File: src/rtl/exe_stage_param.sv
// Parameterised BatPU execute stage: operand capture, writeback forwarding, ALU,
// flags, branch resolution, a circular call stack and a memory stall handshake.
module exe_stage_param #(
    parameter int DATA_W   = 8,
    parameter int REG_AW   = 4,
    parameter int PC_W     = 10,
    parameter int CS_DEPTH = 16
) (
    input  logic              clk,
    input  logic              rst_n,
    input  logic              clk_en,
    input  logic              flush,
    input  logic [DATA_W-1:0] rs1,
    input  logic [DATA_W-1:0] rs2,
    input  logic [REG_AW-1:0] rs1_addr,
    input  logic [REG_AW-1:0] rs2_addr,
    input  logic [DATA_W-1:0] imm,
    input  logic [PC_W-1:0]   target,
    input  logic [1:0]        cond,
    input  logic [PC_W-1:0]   pc_in,
    input  logic [17:0]       ctr_word_in,
    input  logic              wb_we,
    input  logic [REG_AW-1:0] wb_addr,
    input  logic [DATA_W-1:0] wb_data,
    input  logic              mem_ready,
    output logic [DATA_W-1:0] alu_res,
    output logic [DATA_W-1:0] to_memory,
    output logic              mem_req,
    output logic              mem_we,
    output logic              stall,
    output logic              jmp,
    output logic [PC_W-1:0]   to_pc,
    output logic [4:0]        ctr_word_to_writeback,
    output logic              cs_overflow,
    output logic              cs_underflow
);

    localparam int IDX_W = $clog2(CS_DEPTH);
    localparam int SP_W  = IDX_W + 1;

    logic [DATA_W-1:0] q_rs1, q_rs2, q_imm;
    logic [REG_AW-1:0] q_rs1_addr, q_rs2_addr;
    logic [PC_W-1:0]   q_target, q_pc;
    logic [1:0]        q_cond;
    logic [17:0]       q_ctr;

    logic              flag_c, flag_z;

    logic [PC_W-1:0]   cs_mem [CS_DEPTH];
    logic [IDX_W-1:0]  cs_wp;
    logic [SP_W-1:0]   cs_cnt;

    logic [DATA_W-1:0] op_a, fwd_b, op_b;
    logic [DATA_W:0]   alu_sum;
    logic [DATA_W-1:0] res;
    logic              carry;
    logic              advance;
    logic              taken;
    logic              cs_empty, cs_full;
    logic [PC_W-1:0]   cs_top;
    logic              unused_reserved;

    // Control word fields of the buffered instruction.
    logic [2:0] c_op;
    logic       c_bsel, c_flags, c_jmp, c_brh, c_cs, c_pop, c_pcsel, c_memreq, c_memwe;

    assign c_op     = q_ctr[2:0];
    assign c_bsel   = q_ctr[3];
    assign c_flags  = q_ctr[5];
    assign c_jmp    = q_ctr[6];
    assign c_brh    = q_ctr[7];
    assign c_cs     = q_ctr[8];
    assign c_pop    = q_ctr[9];
    assign c_pcsel  = q_ctr[10];
    assign c_memreq = q_ctr[11];
    assign c_memwe  = q_ctr[12];
    assign unused_reserved = q_ctr[4];

    // Register 0 always reads as zero, even when it is the writeback target.
    assign op_a  = (wb_we && wb_addr == q_rs1_addr) ? ((wb_addr == '0) ? '0 : wb_data) : q_rs1;
    assign fwd_b = (wb_we && wb_addr == q_rs2_addr) ? ((wb_addr == '0) ? '0 : wb_data) : q_rs2;
    assign op_b  = c_bsel ? q_imm : fwd_b;

    always_comb begin
        alu_sum = '0;
        res     = '0;
        carry   = 1'b0;
        case (c_op)
            3'd0: begin
                alu_sum = {1'b0, op_a} + {1'b0, op_b};
                res     = alu_sum[DATA_W-1:0];
                carry   = alu_sum[DATA_W];
            end
            3'd1: begin
                res   = op_a - op_b;
                carry = (op_a >= op_b);
            end
            3'd2: res = ~(op_a | op_b);
            3'd3: res = op_a & op_b;
            3'd4: res = op_a ^ op_b;
            3'd5: begin
                res   = op_a >> 1;
                carry = op_a[0];
            end
            3'd6: res = op_b;
            3'd7: begin
                alu_sum = {1'b0, op_a} + {1'b0, op_b} + {{DATA_W{1'b0}}, flag_c};
                res     = alu_sum[DATA_W-1:0];
                carry   = alu_sum[DATA_W];
            end
        endcase
    end

    assign alu_res   = res;
    assign to_memory = fwd_b;

    assign mem_req = c_memreq && clk_en && !flush;
    assign mem_we  = c_memwe && mem_req;
    assign stall   = mem_req && !mem_ready;
    assign advance = clk_en && !stall;

    assign cs_empty = (cs_cnt == '0);
    assign cs_full  = (cs_cnt == SP_W'(CS_DEPTH));
    assign cs_top   = cs_empty ? '0 : cs_mem[cs_wp - IDX_W'(1)];

    assign taken = (q_cond[1] ? flag_c : flag_z) ^ q_cond[0];
    assign jmp   = (c_jmp || (c_brh && taken)) && !stall;
    assign to_pc = c_pcsel ? cs_top : q_target;

    assign ctr_word_to_writeback = stall ? 5'd0 : q_ctr[17:13];

    always_ff @(posedge clk or negedge rst_n) begin
        if (!rst_n) begin
            q_rs1      <= '0;
            q_rs2      <= '0;
            q_imm      <= '0;
            q_rs1_addr <= '0;
            q_rs2_addr <= '0;
            q_target   <= '0;
            q_pc       <= '0;
            q_cond     <= '0;
            q_ctr      <= '0;
        end else if (advance) begin
            q_rs1      <= flush ? '0 : rs1;
            q_rs2      <= flush ? '0 : rs2;
            q_imm      <= flush ? '0 : imm;
            q_rs1_addr <= flush ? '0 : rs1_addr;
            q_rs2_addr <= flush ? '0 : rs2_addr;
            q_target   <= flush ? '0 : target;
            q_pc       <= flush ? '0 : pc_in;
            q_cond     <= flush ? '0 : cond;
            q_ctr      <= flush ? '0 : ctr_word_in;
        end
    end

    always_ff @(posedge clk or negedge rst_n) begin
        if (!rst_n) begin
            flag_c <= 1'b0;
            flag_z <= 1'b0;
        end else if (advance && c_flags) begin
            flag_c <= carry;
            flag_z <= (res == '0);
        end
    end

    // Full stack wraps and overwrites the oldest entry; empty pops leave the pointer alone.
    always_ff @(posedge clk or negedge rst_n) begin
        if (!rst_n) begin
            for (int i = 0; i < CS_DEPTH; i++) cs_mem[i] <= '0;
            cs_wp        <= '0;
            cs_cnt       <= '0;
            cs_overflow  <= 1'b0;
            cs_underflow <= 1'b0;
        end else if (advance && c_cs) begin
            if (!c_pop) begin
                cs_mem[cs_wp] <= q_pc;
                cs_wp         <= cs_wp + IDX_W'(1);
                if (cs_full) cs_overflow <= 1'b1;
                else         cs_cnt      <= cs_cnt + SP_W'(1);
            end else if (cs_empty) begin
                cs_underflow <= 1'b1;
            end else begin
                cs_wp  <= cs_wp - IDX_W'(1);
                cs_cnt <= cs_cnt - SP_W'(1);
            end
        end
    end

endmodule

File: config.mk
export PLATFORM = sky130hd
export DESIGN_NAME = exe_stage_param
export DESIGN_NICKNAME = d
export VERILOG_FILES = /design/src/rtl/exe_stage_param.sv
export SDC_FILE = /design/constraint.sdc
export NUM_CORES = 1
export LEC_CHECK = 0
export ABC_AREA = 1
export CAP_MARGIN = 10
export CORE_MARGIN = 1
export CORE_UTILIZATION = 30
export CTS_BUF_LIST = sky130_fd_sc_hd__clkbuf_8
export DETAILED_ROUTE_END_ITERATION = 7
export GPL_TIMING_DRIVEN = 1
export PLACE_DENSITY_LB_ADDON = 0.1
export SLEW_MARGIN = 20
export SYNTH_ARGS = -nofsm -noshare
export SYNTH_HDL_FRONTEND = slang
export SYNTH_SLANG_ARGS = --single-unit
File: constraint.sdc
create_clock -name clk -period 10.87 [get_ports clk]
set_input_delay 2.174 -clock clk [delete_from_list [all_inputs] [get_ports clk]]
set_output_delay 2.174 -clock clk [all_outputs]
set_load 0.02 [all_outputs]
* After elaboration in Yosys (flattened, before gate mapping) *
Index checks and enable logic that the tools add are counted.

storage, ports and cells
  bits in registers = 245
  input bits = 90
  output and inout port bits = 37
  word-level logic and storage cells = 117

operators by class
  add/sub/neg operators = 7
  magnitude comparators = 4
  equal/unequal tests = 12
  multiplexer cells = 30
  bitwise operators = 8
  reductions and logical operators = 25

operators with widths
  cell                                         number
  bitwise mux 160 bit                          1
  two-way mux 10 bit                           7
  case mux 8 bit (8 select lines)              1
  two-way mux 8 bit                            7
  binary-select mux 10 bit (select 4 bit)      1
  demux 10 bit (select 4 bit)                  1
  two-way mux 5 bit                            4
  two-way mux 18 bit                           1
  two-way mux 4 bit                            4
  == test 3 bit (second input constant)        4
  logical AND 1 bit                            12
  >= comparator 5 bit (second input constant)  2
  inverter 4 -> 5 bit                          2
  adder 8 x 8 -> 9 bit                         1
  adder 9 x 1 -> 9 bit                         1
  AND reduction 3 bit                          3
  bitwise AND 8 bit                            1
  == test 4 bit                                2
  >= comparator 8 bit                          1
  logical NOT 8 bit                            1
  inverter 8 bit                               1
  bitwise OR 8 bit                             1
  subtractor 8 bit                             1
  XOR 8 bit                                    1
  20 further kinds                             25

* Longest topological paths before layout *
  depth in word-level cells = 8
  depth in mapped cells = 26

* Worst setup path after synthesis *
No wires, ideal clock.

  path kind = input to output
  start = in wb_addr[1]
  end = out alu_res[6]
  arrival time = 4.821 ns
  data required time = 8.696 ns
  slack = 3.875 ns
  cell stages on the path = 19
  buffers on the path = 0
  cell sequence = inv_1 nand2_1 nand2_1 nor2_2 nand3_2 or2_0 o21ai_2 inv_2 ha_1 fa_1 ha_1 inv_1 nor2_1 nand3_1 nor2_1 nand2_1 nand3_1 nand3_1 nand3_1

on the way
  longest elaborated chain between the ends = 7
  elaborated cells between the ends (all ways) = 17
  those cells by class = 3 x add/sub; 2 x eq/ne; 5 x mux; 4 x bitwise; 3 x reduce/logical

ends and longest elaborated chain
  item                                                             line         source
  start: declaration                                               23           input logic [REG_AW-1:0] wb_addr,
  logical NOT 4 bit / == test 4 bit (equally long branches)        80, 81
  two-way mux 8 bit / logical AND 1 bit (equally long branches)    80, 81
  two-way mux 8 bit                                                81           assign fwd_b = (wb_we && wb_addr == q_rs2_addr) ? ((wb_addr == '0) ? '0 : wb_data) : q_rs2;
  two-way mux 8 bit                                                82           assign op_b = c_bsel ? q_imm : fwd_b;
  adder 8 x 8 -> 9 bit / bitwise OR 8 bit (equally long branches)  90, 107, 98
  adder 9 x 1 -> 9 bit / inverter 8 bit (equally long branches)    107, 98
  case mux 8 bit (8 select lines) *                                88           case (c_op)
  end: declaration                                                 26           output logic [DATA_W-1:0] alu_res,

Mark *: on every way between the ends. The rest lies on a longest branch, timed or not.

* Worst setup path after layout *
  start = in wb_addr[2]
  end = out alu_res[7]

Same word-level chain as after synthesis.

==> summary.md <==
| Metric | Value |
|---|---|
| Relative slew slack | 26.54% |
| Register Area | 0.006107 mm2 |
| Number of antenna violations at the first check in global routing | 10 |
| Latest clock arrival within the worst-skew pair | 0.62 ns |
| Vias per inst | 4.865 |
| Drt initial violations | 616 |
| Worst path cell trace | clkdlybuf4s50_1 > inv_1 > nand2_1 > nand2_1 > nor2_2 > nand3_2 > or2_0 > o21ai_2 > inv_2 > ha_1 > fa_1 > nand2_1 > nand2_1 > nor2_1 > nand3_1 > nor2_1 > nand3_1 > nand2_1 > nand3_1 > nand3_1 > nand2_1 > inv_1 > clkdlybuf4s50_1 |
| CTS tree | done |
| Die Height | 210.7 um |
| Synth top area cells | dfrtp_1 47%, nand2_1 14%, nand3_1 6.1%, o21ai_0 5.5%, o21ai_1 3.9% |
| Total gr overflow | 0 |
| H-Tree Depth | 2 |
| Root Driver | clkbuf_8 |
| Antenna cells | 0 |
| WL/cell | 17.68 um |
| Outcome | finished clean |
| Most used cell, CP | nand2_1 |
| RSZ-0062 raised after global routing | false |
| Initial Util | 30.39% |
| Resized cells post-CTS | 0 |
| Commonest non-fill, non-tap cells in the layout | 471 x nand2_1, 243 x dfrtp_1, 158 x nand3_1 |
| P_leak | 7.123 nW |
| WS Path Type | in -> out |
| Die X | 210.7 um |
| Layout Skew | 0.02542 ns |
| Fill cells | 4641 |
| Max FO, Critical Path | 9 |
| Io pins | 127 |
| Via count of the first global-routing pass | 11320 |
| Post-layout net count | 1886 |
| Drt pass-1 iters | 5 |
| Syn Inst Count | 1682 |
| DRC violations left | 0 |
| Largest net degree at the start of global routing | 145 |
| Synthesized flop and latch total | 244 |
| Fin. max-slew vios | 0 |
| Final ANT Viol Nets | 0 |
| CP Capture Type | primary output |
| Final setup fails | 0 |
| Core area | 0.04298 mm2 |
| First-pass GRT wire length | 66.45 mm |
| Tcrit/Tclk final | 78.52% |
| Max cap viols | 0 |
| PD cells | 231.8 mW/mm2 |
| Clk slew on worst S/H paths | 0.06 ns |
| Yosys cell types | 46 |
| Crit path largest cell delay | 0.59 ns |
| Max frequency | 117.2 MHz |
| CP max-delay cell | clkdlybuf4s50_1 |
| Fraction of layout cells with a size suffix above 1 | 5.301% |
| TritonCTS buffer count | 46 |
| Required time worst endpoint | 8.70 ns |
| P&R area growth vs syn | 18.98% |
| Hold Vio Cnt, Final | 0 |
| Fin crit period | 8.535 ns |
| Synth warn | 0 |
| CP Buf/Inv Count | 5 |
| Longest Clk Path Bufs | 3 |
| Final HPWL DP | 28.07 mm |
| Leading cell type in the layout, fill and taps excluded | nand2_1 |
| Hold_buf cts | 0 |
| Fin util | 36.16% |
| GR Util All Layers | 19.43% |
| Syn nets | 1809 |
| Number of port buffers | 125 |
| Top Family by Delay on Critical Path | simple AND/OR/NAND/NOR gates |
| Post-synthesis sequential area ratio | 46.74% |
| Setup TNS | 0 ns |
| Total via count in the routed design | 11560 |
| RePlAce Congestion | 0.8826 |
| Yosys top cell area share | 46.74% |
| Clk sinks | 244 |
| Worst-Margin Slew | 1.099 ns |
| Area of the multi-input gates | 0.005982 mm2 |
| Crit path launch type | primary input |
| Hold crit path type | reg -> reg |
| Post-CTS setup buffers | 0 |
| Mapped Area | 0.01306 mm2 |
| Full die area | 0.04438 mm2 |
| Critical path arrival | 6.36 ns |
| Cell area after layout | 0.01554 mm2 |
| Routed WL | 42.03 mm |
| Maximum vdd drop | 0.1255 mV |
| FP Rows | 76 |
| Dominant cell type by area after synthesis | dfrtp_1 |
| Syn_area_per_cell | 7.767 um2 |
| Placed cell area | 0.01467 mm2 |
[metal layers]
layer | routed length [um] | track usage [%]
met1 | 18670 | 25.13
met2 | 19790 | 32.23
met3 | 2796 | 5.427
met4 | 647 | 4.173
met5 | 131 | 0
[kinds of logic after synthesis]
| kind of cell | share of synthesized area, % |
|---|---|
| adders and majority gates | 3.716 |
| buffers and inverters | 7.471 |
| xor gates and xnor gates | 0.6705 |
| and+or+nand+nor | 24.61 |
| AOI/OAI and AO/OA | 16.70 |
| muxes | 0.08619 |
| DFF | 46.74 |
[worst reg2reg max path: cells and delay by family (launching register included)]
| family | cells | cell delay (ns) |
|---|---|---|
| AOI/OAI and AO/OA | 1 | 0.12 |
| DFF | 1 | 0.41 |
| buffers and inverters | 2 | 0.12 |
| adders and majority gates | 3 | 1.02 |
| and+or+nand+nor | 17 | 2.13 |
[worst paths after layout]
check / startpoint / endpoint / slack (ns) / cells after the start
max: wb_addr[2] / alu_res[7] / 2.34 / 23
min: cs_underflow / cs_underflow / 0.46 / 1
max reg2reg: q_rs2_addr[3] / flag_z / 7.01 / 23
min reg2reg: cs_underflow / cs_underflow / 0.46 / 1
max in group asynchronous: rst_n / q_rs2[5] / 7.95 / 2
min in group asynchronous: rst_n / cs_mem[1] / 1.60 / 1
[state kept, by name, indices dropped and copies added (netlist names)]
| signal | count |
|---|---|
| cs_cnt | 5 |
| cs_mem | 160 |
| cs_overflow | 1 |
| cs_underflow | 1 |
| cs_wp | 4 |
| flag_c | 1 |
| flag_z | 1 |
| q_cond | 2 |
| q_ctr | 17 |
| q_imm | 8 |
| q_pc | 10 |
| q_rs1 | 8 |
| q_rs1_addr | 4 |
| q_rs2 | 8 |
| q_rs2_addr | 4 |
| q_target | 10 |
[stage by stage]
step | setup slack [ns] | hold slack (ns) | power (mW) | instances
after global placement | 2.304 | 0.4459 | 2.757 | 2296
final | 2.335 | 0.4597 | 3.603 | 2377
after floorplan | 3.875 | 0.4428 | 2.208 | 1682
after global routing | 1.909 | 0.4693 | 3.876 | 2377
after detailed placement | 2.244 | 0.4475 | 2.761 | 2296
after CTS | 2.237 | 0.4612 | 3.656 | 2377
[cell usage after synthesis (all sizes together)]
library cell    n
a21boi          1
xnor2           2
clkinv          5
ha             34
nor2           73
a21o            3
o21ai         247
a22oi          18
nand3         159
dfrtp         244
nand4          29
nand3b          5
a221o           9
o2bb2ai         1
nor3            6
o21a            1
clkbuf         53
nor4            2
o221ai          3
a21oi          90
buf            52
xor2            8
mux2            1
nand2         471
and3            2
inv           130
a221oi         11
or2             4
a211oi          2
o21bai          1
o22ai          12
fa              3
[layout make-up]
cell class | instances | area share, %
clock buffers | 55 | 4.870
clock inverters | 26 | 0.7728
inverters | 135 | 3.276
multi-input cells | 1198 | 38.48
flip-flops and latches | 244 | 39.29
well taps | 585 | 4.709
repair buffers | 134 | 8.597
[power by group]
part,internal [mW],switching (mW),total [mW]
clock,0.458,0.413,0.871
combinational,0.528,0.984,1.51
sequential,1.09,0.130,1.22
No activity file was read; power rests on OpenSTA's default activity.
